===== src/rtl/rehsd_gfx_pkg.sv =====
// Shared types and defaults for the PL rectangle path feeding rehsd_gfx_writer.
package rehsd_gfx_pkg;

    localparam int unsigned H_RES_DEF           = 1280;
    localparam int unsigned V_RES_DEF           = 720;
    localparam int unsigned BYTES_PER_PIXEL_DEF = 4;
    localparam int unsigned STRIDE_DEF          = 5120;

    typedef enum logic [2:0] {
        ST_IDLE,
        ST_CLIP,
        ST_ISSUE,
        ST_WAIT,
        ST_ADVANCE,
        ST_DONE
    } rast_state_e;

    typedef struct packed {
        logic [31:0] base;
        logic [15:0] x;
        logic [15:0] y;
        logic [15:0] w;
        logic [15:0] h;
        logic [31:0] color;
    } rect_cmd_t;

    // Exclusive end coordinate clipped to the frame edge; 17-bit sum so x+w never wraps.
    function automatic logic [16:0] clip_end(input logic [15:0] org,
                                             input logic [15:0] len,
                                             input logic [16:0] lim);
        logic [16:0] sum;
        sum = {1'b0, org} + {1'b0, len};
        return (sum > lim) ? lim : sum;
    endfunction

endpackage


===== src/rtl/rehsd_txn_handshake.sv =====
// Per-pixel writer handshake: init-hold timing, txn_done edge detection, completion timeout.
module rehsd_txn_handshake #(
    parameter int unsigned INIT_CYCLES    = 2,
    parameter int unsigned TIMEOUT_CYCLES = 4096
) (
    input  logic clk_i,
    input  logic rst_ni,
    input  logic issue_i,
    input  logic wait_i,
    input  logic txn_done_i,
    output logic init_txn_o,
    output logic go_o,
    output logic ack_o,
    output logic timeout_o
);

    localparam int unsigned IW = $clog2(INIT_CYCLES + 1);
    localparam int unsigned TW = $clog2(TIMEOUT_CYCLES + 1);

    logic [IW-1:0] init_cnt_q, init_cnt_d;
    logic [TW-1:0] wait_cnt_q, wait_cnt_d;
    logic          done_prev_q;

    // Counters run only while their phase is active; the previous txn_done level is tracked every cycle.
    always_ff @(posedge clk_i or negedge rst_ni) begin
        if (!rst_ni) begin
            init_cnt_q  <= '0;
            wait_cnt_q  <= '0;
            done_prev_q <= 1'b0;
        end else begin
            init_cnt_q  <= init_cnt_d;
            wait_cnt_q  <= wait_cnt_d;
            done_prev_q <= txn_done_i;
        end
    end

    // A level already high when waiting begins has no rising edge, so it never acknowledges.
    always_comb begin
        init_cnt_d = issue_i ? init_cnt_q + 1'b1 : '0;
        wait_cnt_d = wait_i  ? wait_cnt_q + 1'b1 : '0;
        init_txn_o = issue_i;
        go_o       = issue_i && (init_cnt_q == IW'(INIT_CYCLES - 1));
        ack_o      = wait_i && txn_done_i && !done_prev_q;
        timeout_o  = wait_i && !ack_o && (wait_cnt_q == TW'(TIMEOUT_CYCLES - 1));
    end

endmodule


===== src/rtl/rehsd_rect_rasterizer.sv =====
// Rectangle command stage: clips to the frame and walks pixels row-major into rehsd_gfx_writer.
module rehsd_rect_rasterizer
    import rehsd_gfx_pkg::*;
#(
    parameter int unsigned H_RES           = H_RES_DEF,
    parameter int unsigned V_RES           = V_RES_DEF,
    parameter int unsigned BYTES_PER_PIXEL = BYTES_PER_PIXEL_DEF,
    parameter int unsigned STRIDE          = STRIDE_DEF,
    parameter int unsigned INIT_CYCLES     = 2,
    parameter int unsigned TIMEOUT_CYCLES  = 4096
) (
    input  logic        aclk,
    input  logic        aresetn,
    input  logic        start,
    input  logic [31:0] fb_base,
    input  logic [15:0] rect_x,
    input  logic [15:0] rect_y,
    input  logic [15:0] rect_w,
    input  logic [15:0] rect_h,
    input  logic [31:0] rect_color,
    output logic [31:0] addr_to_write,
    output logic [31:0] color_to_write,
    output logic        axi_init_txn,
    input  logic        axi_txn_done,
    input  logic        axi_error,
    output logic        busy,
    output logic        done,
    output logic        err_sticky,
    output logic        timeout_sticky,
    output logic [31:0] pixel_count
);

    rast_state_e state_q, state_d;
    rect_cmd_t   cmd_q;
    logic [16:0] x_end_q, y_end_q;
    logic [15:0] col_q, row_q;
    logic [31:0] row_addr_q, cur_addr_q;
    logic [31:0] pixel_count_q;
    logic        err_q, tmo_q;

    logic        hs_go, hs_ack, hs_timeout;
    logic [16:0] x_end_c, y_end_c;
    logic        empty_c, more_cols, more_rows;
    logic [31:0] addr_c;

    rehsd_txn_handshake #(
        .INIT_CYCLES   (INIT_CYCLES),
        .TIMEOUT_CYCLES(TIMEOUT_CYCLES)
    ) u_handshake (
        .clk_i     (aclk),
        .rst_ni    (aresetn),
        .issue_i   (state_q == ST_ISSUE),
        .wait_i    (state_q == ST_WAIT),
        .txn_done_i(axi_txn_done),
        .init_txn_o(axi_init_txn),
        .go_o      (hs_go),
        .ack_o     (hs_ack),
        .timeout_o (hs_timeout)
    );

    // Clip window, first-pixel address and the row/column continuation tests.
    always_comb begin
        x_end_c   = clip_end(cmd_q.x, cmd_q.w, 17'(H_RES));
        y_end_c   = clip_end(cmd_q.y, cmd_q.h, 17'(V_RES));
        empty_c   = (32'(cmd_q.x) >= H_RES) || (32'(cmd_q.y) >= V_RES) ||
                    (cmd_q.w == '0) || (cmd_q.h == '0);
        addr_c    = cmd_q.base + 32'(cmd_q.y) * 32'(STRIDE) + 32'(cmd_q.x) * 32'(BYTES_PER_PIXEL);
        more_cols = ({1'b0, col_q} + 17'd1) < x_end_q;
        more_rows = ({1'b0, row_q} + 17'd1) < y_end_q;
    end

    // State register.
    always_ff @(posedge aclk or negedge aresetn) begin
        if (!aresetn) state_q <= ST_IDLE;
        else          state_q <= state_d;
    end

    // Next-state decode; an abort on timeout skips ADVANCE and ends the command.
    always_comb begin
        state_d = state_q;
        unique case (state_q)
            ST_IDLE:    if (start) state_d = ST_CLIP;
            ST_CLIP:    state_d = empty_c ? ST_DONE : ST_ISSUE;
            ST_ISSUE:   if (hs_go) state_d = ST_WAIT;
            ST_WAIT:    if (hs_ack) state_d = ST_ADVANCE;
                        else if (hs_timeout) state_d = ST_DONE;
            ST_ADVANCE: state_d = (more_cols || more_rows) ? ST_ISSUE : ST_DONE;
            ST_DONE:    state_d = ST_IDLE;
            default:    state_d = ST_IDLE;
        endcase
    end

    // Command latch, walk position, addresses and result flags.
    always_ff @(posedge aclk or negedge aresetn) begin
        if (!aresetn) begin
            cmd_q         <= '0;
            x_end_q       <= '0;
            y_end_q       <= '0;
            col_q         <= '0;
            row_q         <= '0;
            row_addr_q    <= '0;
            cur_addr_q    <= '0;
            pixel_count_q <= '0;
            err_q         <= 1'b0;
            tmo_q         <= 1'b0;
        end else begin
            case (state_q)
                ST_IDLE: if (start) begin
                    cmd_q         <= '{base: fb_base, x: rect_x, y: rect_y, w: rect_w,
                                       h: rect_h, color: rect_color};
                    pixel_count_q <= '0;
                    err_q         <= 1'b0;
                    tmo_q         <= 1'b0;
                end
                ST_CLIP: begin
                    x_end_q    <= x_end_c;
                    y_end_q    <= y_end_c;
                    col_q      <= cmd_q.x;
                    row_q      <= cmd_q.y;
                    row_addr_q <= addr_c;
                    cur_addr_q <= addr_c;
                end
                ST_WAIT: begin
                    if (hs_ack) begin
                        pixel_count_q <= pixel_count_q + 32'd1;
                        if (axi_error) err_q <= 1'b1;
                    end else if (hs_timeout) begin
                        tmo_q <= 1'b1;
                    end
                end
                ST_ADVANCE: begin
                    if (more_cols) begin
                        col_q      <= col_q + 16'd1;
                        cur_addr_q <= cur_addr_q + 32'(BYTES_PER_PIXEL);
                    end else if (more_rows) begin
                        row_q      <= row_q + 16'd1;
                        col_q      <= cmd_q.x;
                        row_addr_q <= row_addr_q + 32'(STRIDE);
                        cur_addr_q <= row_addr_q + 32'(STRIDE);
                    end
                end
                default: ;
            endcase
        end
    end

    // Status decode is purely from state, so reset clears it asynchronously.
    always_comb begin
        addr_to_write  = cur_addr_q;
        color_to_write = cmd_q.color;
        busy           = (state_q == ST_CLIP) || (state_q == ST_ISSUE) ||
                         (state_q == ST_WAIT) || (state_q == ST_ADVANCE);
        done           = (state_q == ST_DONE);
        err_sticky     = err_q;
        timeout_sticky = tmo_q;
        pixel_count    = pixel_count_q;
    end

endmodule


===== config.mk =====
export PLATFORM = sky130hd
export DESIGN_NAME = rehsd_rect_rasterizer
export DESIGN_NICKNAME = d
export VERILOG_FILES = /design/src/rtl/rehsd_gfx_pkg.sv /design/src/rtl/rehsd_txn_handshake.sv /design/src/rtl/rehsd_rect_rasterizer.sv
export SDC_FILE = /design/constraint.sdc
export NUM_CORES = 1
export LEC_CHECK = 0
export CAP_MARGIN = 20
export CORE_MARGIN = 3
export CORE_UTILIZATION = 44
export DETAILED_ROUTE_END_ITERATION = 7
export GPL_ROUTABILITY_DRIVEN = 0
export HOLD_SLACK_MARGIN = 0.03
export PLACE_DENSITY_LB_ADDON = 0.1
export SLEW_MARGIN = 25
export SYNTH_ARGS = -nofsm -noshare
export SYNTH_HDL_FRONTEND = slang
export SYNTH_HIERARCHICAL = 1
export SYNTH_SLANG_ARGS = --single-unit
export TNS_END_PERCENT = 10

===== constraint.sdc =====
create_clock -name aclk -period 6.3 [get_ports aclk]
set_input_delay 1.575 -clock aclk [delete_from_list [all_inputs] [get_ports aclk]]
set_output_delay 1.575 -clock aclk [all_outputs]
set_load 0.005 [all_outputs]

==> results of run 1 <==
sequential cells by signal (all words and copies together), names as in the netlist, 2 cells and up:
| signal | count |
|---|---|
| u_handshake/init_cnt_q | 2 |
| state_q | 3 |
| color_to_write | 32 |
| pixel_count | 32 |
| x_end_q | 17 |
| row_q | 16 |
| row_addr_q | 32 |
| col_q | 16 |
| cmd_q | 96 |
| y_end_q | 17 |
| addr_to_write | 32 |
| u_handshake/wait_cnt_q | 13 |
routing by layer:
layer / global-route usage (%) / wire, um / vias up
li1: - / - / 7928
met3: 4.16 / 3070 / 71
met5: 0.521 / 0 / -
met2: 36.3 / 24800 / 393
met1: 32.2 / 25100 / 7896
met4: 7.26 / 1320 / 0
kinds of logic after synthesis:
family | after synthesis | share of synthesized area [%]
adders and majority gates | 157 | 10.3
muxes | 136 | 7.60
AOI/OAI and AO/OA | 502 | 16.0
and+or+nand+nor | 656 | 15.5
xor gates and xnor gates | 149 | 6.57
DFF | 311 | 39.2
buffers and inverters | 218 | 4.81
final cells by class:
class,count,area [um2],share of cell area [%]
antenna,2,5.00,0.0210
clock buffer,57,1100,4.63
clock inverter,10,126,0.530
inverter,97,364,1.53
multi-input combinational,1600,11200,46.8
sequential,311,7780,32.6
tap,592,741,3.10
timing repair buffer,255,2560,10.7
metrics by stage:
step	setup slack [ns]	area (um2)
after floorplan	1.20	19900
after global placement	0.743	22600
after detailed placement	0.573	22600
after CTS	0.524	23800
after global routing	0.0598	23900
final	0.490	23900
cells in the mapped netlist, types with 11 or more instances:
library cell,instances,area share (%)
dfrtp_1,311,39
nor2_1,200,3.8
nand2_1,187,3.5
ha_1,145,9.1
a21oi_1,135,3.4
o21ai_0,122,3.1
mux2_2,119,6.7
inv_1,97,1.8
xnor2_1,76,3.4
nand3_1,75,1.9
clkbuf_1,74,1.4
xor2_1,73,3.2
and3_1,44,1.4
nor3_1,35,0.88
a21o_1,33,1.2
buf_4,33,1.2
a31oi_1,27,0.85
o22ai_1,23,0.72
a211oi_1,22,0.83
mux2i_1,17,0.86
o211ai_1,16,0.60
nand4_1,15,0.47
nor2b_1,14,0.44
o31ai_1,14,0.53
or3_1,13,0.41
fa_1,12,1.2
nor4_1,12,0.38
o21a_1,12,0.45
a22oi_1,11,0.42
worst max-delay path: cells and delay by family (launching register included):
family | cells | cell delay [ns]
XOR/XNOR | 2 | 0.36
adder cells (fa/ha/maj) | 5 | 1.47
AND/OR/NAND/NOR | 2 | 0.59
AO/OA/AOI/OAI | 11 | 2.75
flip-flops | 1 | 0.46
path summary, 6_finish.rpt:
path | start | cells after the start | end
setup reg to reg | cmd_q[65]$_DFFE_PN0P_ | 20 | row_addr_q[31]$_DFFE_PN0P_
setup / recovery | cmd_q[65]$_DFFE_PN0P_ | 20 | row_addr_q[31]$_DFFE_PN0P_
hold reg to reg | u_handshake/init_cnt_q[0]$_DFF_PN0_ | 1 | u_handshake/init_cnt_q[0]$_DFF_PN0_
hold / removal | u_handshake/init_cnt_q[0]$_DFF_PN0_ | 1 | u_handshake/init_cnt_q[0]$_DFF_PN0_
min in group asynchronous | aresetn | 1 | cmd_q[99]$_DFFE_PN0P_
max in group asynchronous | aresetn | 2 | color_to_write[14]$_DFFE_PN0P_
placed cells by master, fill, tap and decap left out, types with 11 or more instances in the layout:
| master | netlist | layout |
|---|---|---|
| clkbuf_1 | 74 | 12 |
| o31ai_1 | 14 | 12 |
| fa_1 | 12 | 12 |
| a31oi_1 | 27 | 26 |
| a21oi_1 | 135 | 135 |
| mux2_2 | 119 | 119 |
| nand2_1 | 187 | 186 |
| o21ai_0 | 122 | 122 |
| o211ai_1 | 16 | 16 |
| a22oi_1 | 11 | 11 |
| nor4_1 | 12 | 12 |
| clkbuf_16 | 0 | 39 |
| a211oi_1 | 22 | 22 |
| nor2b_1 | 14 | 14 |
| or3_1 | 13 | 13 |
| inv_1 | 97 | 97 |
| o22ai_1 | 23 | 23 |
| nand3_1 | 75 | 75 |
| xor2_1 | 73 | 73 |
| a21o_1 | 33 | 32 |
| o21a_1 | 12 | 12 |
| buf_4 | 33 | 18 |
| nand4_1 | 15 | 15 |
| nor2_1 | 200 | 199 |
| and3_1 | 44 | 44 |
| mux2i_1 | 17 | 17 |
| ha_1 | 145 | 145 |
| dfrtp_1 | 311 | 311 |
| nor3_1 | 35 | 35 |
| xnor2_1 | 76 | 76 |
| clkdlybuf4s50_1 | 0 | 232 |
==> impl_metrics.ini, run 1 <==
[cells_and_area]
nets = 2594
area_delta_synth_final_pct = 20.1
fillCellCount = 3987
finalCoreUtilization_pct = 53.7
final_cells = 2924
final_layout_size_suffix_gt1_share_pct = 9.66

[sta]
finClkSkew_ns = 0.0286
rsz0062_at_grt = no
period_needed_ns = 5.81
slew_headroom_pct = 34.2
hold_ws_ns = 0.446
drv_slew = 0
period_share_pct = 92.2
final-setup-viol-count = 0
finalHoldViolations = 0
tightest_slew_ns = 0.987
fin_setup_tns_ns = 0
fmax_mhz = 172

[critical_path]
crit_path_top_delay_cell = a2111oi_0
startpoint_type = register
r2r_slack_ns = 0.49
cpMostUsedCell = ha_1
cp_max_fo = 5
worstPathArrival_ns = 6.21
slowest_delay_ns = 0.69
path_cells = ha_1 -> ha_1 -> fa_1 -> a21o_1 -> a21oi_1 -> o21bai_1 -> a211o_1 -> a31o_2 -> o41ai_1 -> o21bai_1 -> a21oi_1 -> xnor2_1 -> ha_1 -> ha_1 -> a2111oi_0 -> nor2_1 -> or4_1 -> o2111ai_1 -> xor2_1 -> o21ai_0
worst_ep_required_time_ns = 6.70
critPathCaptureType = register
path_class = reg2reg

[flow_run]
drv_cap = 0

[route]
viasPerCell = 5.57
wirelength_mm = 54.3
vias = 16300
initialDrtViolationCount = 1074
wl_per_cell_um = 18.6
drtAntennaViolNets = 0
dr.pass1.iters = 5
drc = 0

[worst_hold_path]
hp-class = reg2reg

[global_routing]
grt_pass1_vias = 16200
grt_pass1_wl_mm = 87.7
grt_max_degree = 173
grt_use_total_pct = 23.0
antenna_found_initial = 1
overflow = 0

[placement]
dpl.hpwl_mm = 38.8
dp.cells = 2854
placement.io_buffers = 233

[clocking]
cts_tree = yes
cts_root_buffer = clkbuf_16
numCtsBuffers = 39
cts_setup_buffers = 0
cts_max_level = 2
cts_resized = 0
worstSkewPairLatency_ns = 0.57
hold_buffers = 0
clkTransAtPathRegs_ns = 0.06
cts_max_path_buffers = 3
clock-sinks = 311

[yosys]
async_reset_ff_share_pct = 100
yosys_warnings = 6
synth-seq-cells = 311
yosysSeqAreaShare_pct = 39.2
syn-num-nets = 2419
syn_inst = 2129
ys_types = 74
avgSynthCellArea_um2 = 9.33
synth_edf_count = 0
synth_ff_type = dfrtp_1
synthesis.area_mm2 = 0.0199

[floorplan]
rows = 77
start_util_pct = 44.7
coreArea_mm2 = 0.0444
die_x_um = 218
num_io_pins = 234
die_area_mm2 = 0.0477
die_h_um = 218

[status]
outcome = finished, final reports clean
Power of run 1 is not shown: default switching activity piles up to over one toggle a cycle in this logic, so the estimate is an artifact.
==> run 2: changes to the inputs <==
--- a/config.mk
+++ b/config.mk
@@ -11,7 +11,7 @@
 export DETAILED_ROUTE_END_ITERATION = 7
 export GPL_ROUTABILITY_DRIVEN = 0
 export HOLD_SLACK_MARGIN = 0.03
-export PLACE_DENSITY_LB_ADDON = 0.1
+export PLACE_DENSITY_LB_ADDON = 0.3
 export SLEW_MARGIN = 25
 export SYNTH_ARGS = -nofsm -noshare
 export SYNTH_HDL_FRONTEND = slang
==> run 2 against run 1 <==
Compared with the run above: worst hold slack lost 0.0086 ns; routed wire length shrank 2.7%; sequential cell count is the same; cell count is the same; sequential share of layout area is essentially flat; cell area is essentially flat; clock skew shrank 0.012 ns; critical endpoint unchanged; highest routed layer is now met5.
==> impl_metrics.ini, run 2 (same netlist as run 1, synthesis figures left out) <==
[status]
outcome = finished, final reports clean

[placement]
dpl_cell_area_mm2 = 0.0226
dpl.hpwl_mm = 38.3
placement.io_buffers = 233

[clocking]
clkTransAtPathRegs_ns = 0.06
cts_root_buffer = clkbuf_16
cts_setup_buffers = 0
numCtsBuffers = 38
cts_max_level = 2
worstSkewPairLatency_ns = 0.55
cts_resized = 0
clock-sinks = 311
cts_max_path_buffers = 3
cts_tree = yes
hold_buffers = 0

[route]
vias = 16400
viasPerCell = 5.61
wl_per_cell_um = 18.1
dr.pass1.iters = 5
drc = 0
initialDrtViolationCount = 1138
wirelength_mm = 52.8
drtAntennaViolNets = 0

[sta]
drv_slew = 0
finalHoldViolations = 0
period_share_pct = 91.0
finClkSkew_ns = 0.0165
period_needed_ns = 5.73
hold_ws_ns = 0.437
tightest_slew_ns = 0.957
final-setup-viol-count = 0
fin_setup_tns_ns = 0
fmax_mhz = 174
slew_headroom_pct = 35.6
rsz0062_at_grt = no

[critical_path]
critPathCaptureType = register
cp_max_fo = 5
timing.rr.start = cmd_q[65]$_DFFE_PN0P_
path_class = reg2reg
cp-startpoint = cmd_q[65]$_DFFE_PN0P_
worst_ep_required_time_ns = 6.69
startpoint_type = register
worstPathArrival_ns = 6.12

[floorplan]
die_h_um = 218
num_io_pins = 234
start_util_pct = 44.7
rows = 77
die_area_mm2 = 0.0477
coreArea_mm2 = 0.0444
die_x_um = 218

[global_routing]
grt_use_total_pct = 22.1
grt_max_degree = 173
grt_pass1_vias = 16300
antenna_found_initial = 1
grt_pass1_wl_mm = 85.5
overflow = 0

[cells_and_area]
top_register = cmd_q
final_layout_size_suffix_gt1_share_pct = 9.86
finalCoreUtilization_pct = 53.7
area_delta_synth_final_pct = 20.0
nets = 2593
layout.cells.most_common_list = 311 x dfrtp_1, 232 x clkdlybuf4s50_1, 199 x nor2_1
largest_register_ffs = 96
stdcell_area_mm2 = 0.0239
layout_commonest_cell = dfrtp_1
antennaDiodeCount = 0

[flow_run]
drv_cap = 0

[worst_hold_path]
hp-class = reg2reg
hp-start = u_handshake/init_cnt_q[0]$_DFF_PN0_
-- run 2: cell types whose count changed in the layout (fill, tap and decap cells not counted), moves of 2 or more --
cell / delta
clkbuf_1: -5
clkbuf_8: +4
clkinv_2: +3
diode_2: -2
-- run 2: critical path: stages, from the launching register on --
cell	delay, ns
dfrtp_1	0.45
ha_1	0.32
ha_1	0.23
fa_1	0.40
a21o_1	0.17
a21oi_1	0.21
o21bai_1	0.11
a211o_1	0.32
a31o_2	0.22
o41ai_1	0.45
o21bai_1	0.11
a21oi_1	0.18
xnor2_1	0.15
ha_1	0.26
ha_1	0.23
a2111oi_0	0.69
nor2_1	0.11
or4_1	0.49
o2111ai_1	0.15
xor2_1	0.20
o21ai_0	0.10
-- run 2: final timing paths --
kind	to	depth (start not counted)	slack, ns
hold / removal	u_handshake/init_cnt_q[0]$_DFF_PN0_	1	0.44
setup / recovery	row_addr_q[31]$_DFFE_PN0P_	20	0.57
min in group asynchronous	color_to_write[24]$_DFFE_PN0P_	1	1.10
hold reg to reg	u_handshake/init_cnt_q[0]$_DFF_PN0_	1	0.44
setup reg to reg	row_addr_q[31]$_DFFE_PN0P_	20	0.57
max in group asynchronous	addr_to_write[29]$_DFFE_PN0P_	2	3.98
-- run 2: stage by stage --
step           setup WS (ns)  instances
3_3_place_gp           0.781       2855
6_report               0.569       2924
2_1_floorplan           1.20       2129
5_1_grt                0.201       2924
3_5_place_dp           0.659       2855
4_1_cts                0.605       2924
-- run 2: per-layer routing --
metal	share of wire, %	GRT usage (%)	vias to the layer above
met5	0.025	0	-
met4	3.4	8.00	2
met3	6.3	3.63	110
met2	46	35.6	503
met1	44	30.2	7860
li1	-	-	7930
-- run 2: cell type report --
| type | count | area (um2) |
|---|---|---|
| Timing Repair Buffer | 255 | 2540 |
| Tap cell | 592 | 741 |
| Multi-Input combinational cell | 1600 | 11200 |
| Fill cell | 3971 | 20600 |
| Clock buffer | 55 | 1110 |
| Clock inverter | 14 | 145 |
| Sequential cell | 311 | 7780 |
| Inverter | 97 | 364 |
Power of run 2 is left out for the same reason.
==> run 3: changes to the inputs <==
--- a/config.mk
+++ b/config.mk
@@ -7,7 +7,7 @@
 export LEC_CHECK = 0
 export CAP_MARGIN = 20
 export CORE_MARGIN = 3
-export CORE_UTILIZATION = 44
+export CORE_UTILIZATION = 25
 export DETAILED_ROUTE_END_ITERATION = 7
 export GPL_ROUTABILITY_DRIVEN = 0
 export HOLD_SLACK_MARGIN = 0.03
==> run 3 against run 2 <==
Compared with the run above: sequential share of layout area shrank 0.88 points; largest cell class unchanged; first-iteration DRC count shrank 17%; sequential cell count is the same.
==> impl_metrics.ini, run 3 (same netlist as run 1, synthesis figures left out) <==
[critical_path]
path_class = reg2reg
cp_max_fo = 5
r2r_slack_ns = 0.57
crit_path_top_delay_cell = a2111oi_0
worstPathArrival_ns = 6.13
critPathCaptureType = register
path_buf_inv = 0
slowest_delay_ns = 0.67
path_cells = ha_1 -> ha_1 -> fa_1 -> a21o_1 -> a21oi_1 -> o21bai_1 -> a211o_1 -> a31o_2 -> o41ai_1 -> o21bai_1 -> a21oi_1 -> xnor2_1 -> ha_1 -> ha_1 -> a2111oi_0 -> nor2_1 -> or4_1 -> o2111ai_1 -> xor2_1 -> o211ai_1
path_delay_family = compound AO/OA/AOI/OAI gates
startpoint_type = register
cpMostUsedCell = ha_1
worst_ep_required_time_ns = 6.70

[route]
dr.max_layer_used = met4
met3_length_mm = 2.73
dr.pass1.iters = 5
drc = 0
initialDrtViolationCount = 939
vias = 16400
drtAntennaViolNets = 0
route.met2.wl_mm = 28.2
wirelength_mm = 60.3
wl_per_cell_um = 17.8
wl_met1_mm = 28.1
viasPerCell = 4.85

[worst_hold_path]
hp-class = reg2reg

[floorplan]
num_io_pins = 234
die_area_mm2 = 0.0829
coreArea_mm2 = 0.0781
start_util_pct = 25.4
die_h_um = 288
rows = 102
die_x_um = 288

[clocking]
numCtsBuffers = 40
cts_root_buffer = clkbuf_16
cts_setup_buffers = 0
cts_tree = yes
cts_resized = 0
cts_max_path_buffers = 3
clock-sinks = 311
clkTransAtPathRegs_ns = 0.06
cts_max_level = 2
worstSkewPairLatency_ns = 0.56
hold_buffers = 0

[sta]
finClkSkew_ns = 0.0231
fin_setup_tns_ns = 0
tightest_slew_ns = 1.01
final-setup-viol-count = 0
rsz0062_at_grt = no
slew_headroom_pct = 32.4
drv_slew = 0
fmax_mhz = 174
finalHoldViolations = 0
period_share_pct = 91.0
period_needed_ns = 5.73

[placement]
placement.io_buffers = 233
dpl.hpwl_mm = 44.1

[cells_and_area]
largest_register_ffs = 96
final_layout_size_suffix_gt1_share_pct = 10.1
layout_commonest_cell = dfrtp_1
layout.cells.most_common_list = 311 x dfrtp_1, 232 x clkdlybuf4s50_1, 199 x nor2_1
nets = 2598
fillCellCount = 8094
area_delta_synth_final_pct = 23.4
top_register = cmd_q

[global_routing]
grt_max_degree = 173
grt_pass1_vias = 16700
grt_pass1_wl_mm = 95.7
antenna_found_initial = 3
overflow = 0
grt_use_total_pct = 14.4

[flow_run]
drv_cap = 0

[status]
outcome = finished, final reports clean
[run 3: cell types whose count changed in the layout (fill, tap and decap cells not counted), moves of 2 or more]
cell       delta
diode_2       +3
clkbuf_16     +2
clkinv_2      +2
inv_6         -2
[run 3: area by class of cell]
type                            count  area (um2)  area share, %
Multi-Input combinational cell   1600       11200           45.5
Sequential cell                   311        7780           31.8
Timing Repair Buffer              258        2590           10.6
Tap cell                         1040        1300           5.31
Clock buffer                       56        1150           4.70
Inverter                           97         364           1.49
Clock inverter                     15         145          0.592
Antenna cell                        3        7.51         0.0306
[run 3: per-stage QoR]
stage                     utilization (%)  instance area, um2  hold slack (ns)  instances  setup WS (ns)
final                                31.4               24500            0.431       3380          0.566
after global routing                 31.4               24500            0.447       3380          0.119
after CTS                            31.3               24500            0.435       3376          0.584
after detailed placement             29.7               23200            0.426       3305          0.645
after global placement               29.7               23200            0.420       3305          0.675
after floorplan                         -               19900            0.409       2129           1.20
[run 3: worst reg2reg max path, stage by stage (launching register included)]
cell and delay, ns:
dfrtp_1 0.45, ha_1 0.33, ha_1 0.23, fa_1 0.41, a21o_1 0.18, a21oi_1 0.22
o21bai_1 0.13, a211o_1 0.33, a31o_2 0.22, o41ai_1 0.44, o21bai_1 0.12, a21oi_1 0.19
xnor2_1 0.15, ha_1 0.27, ha_1 0.23, a2111oi_0 0.67, nor2_1 0.10, or4_1 0.48
o2111ai_1 0.14, xor2_1 0.19, o211ai_1 0.10
[run 3: metal layers]
metal  up-vias  GRT usage (%)
li1       7929              -
met1      8019           19.8
met2       374           23.6
met3        63           2.28
met4         0           3.77
met5         -              0
[run 3: final timing paths]
| kind | start | end | cells past startpoint |
|---|---|---|---|
| min in group asynchronous | aresetn | color_to_write[28]$_DFFE_PN0P_ | 1 |
| hold / removal | u_handshake/init_cnt_q[0]$_DFF_PN0_ | u_handshake/init_cnt_q[0]$_DFF_PN0_ | 1 |
| setup reg to reg | cmd_q[65]$_DFFE_PN0P_ | addr_to_write[31]$_DFFE_PN0P_ | 20 |
| setup / recovery | cmd_q[65]$_DFFE_PN0P_ | addr_to_write[31]$_DFFE_PN0P_ | 20 |
| hold reg to reg | u_handshake/init_cnt_q[0]$_DFF_PN0_ | u_handshake/init_cnt_q[0]$_DFF_PN0_ | 1 |
| max in group asynchronous | aresetn | color_to_write[2]$_DFFE_PN0P_ | 3 |
Power of run 3 is left out for the same reason.
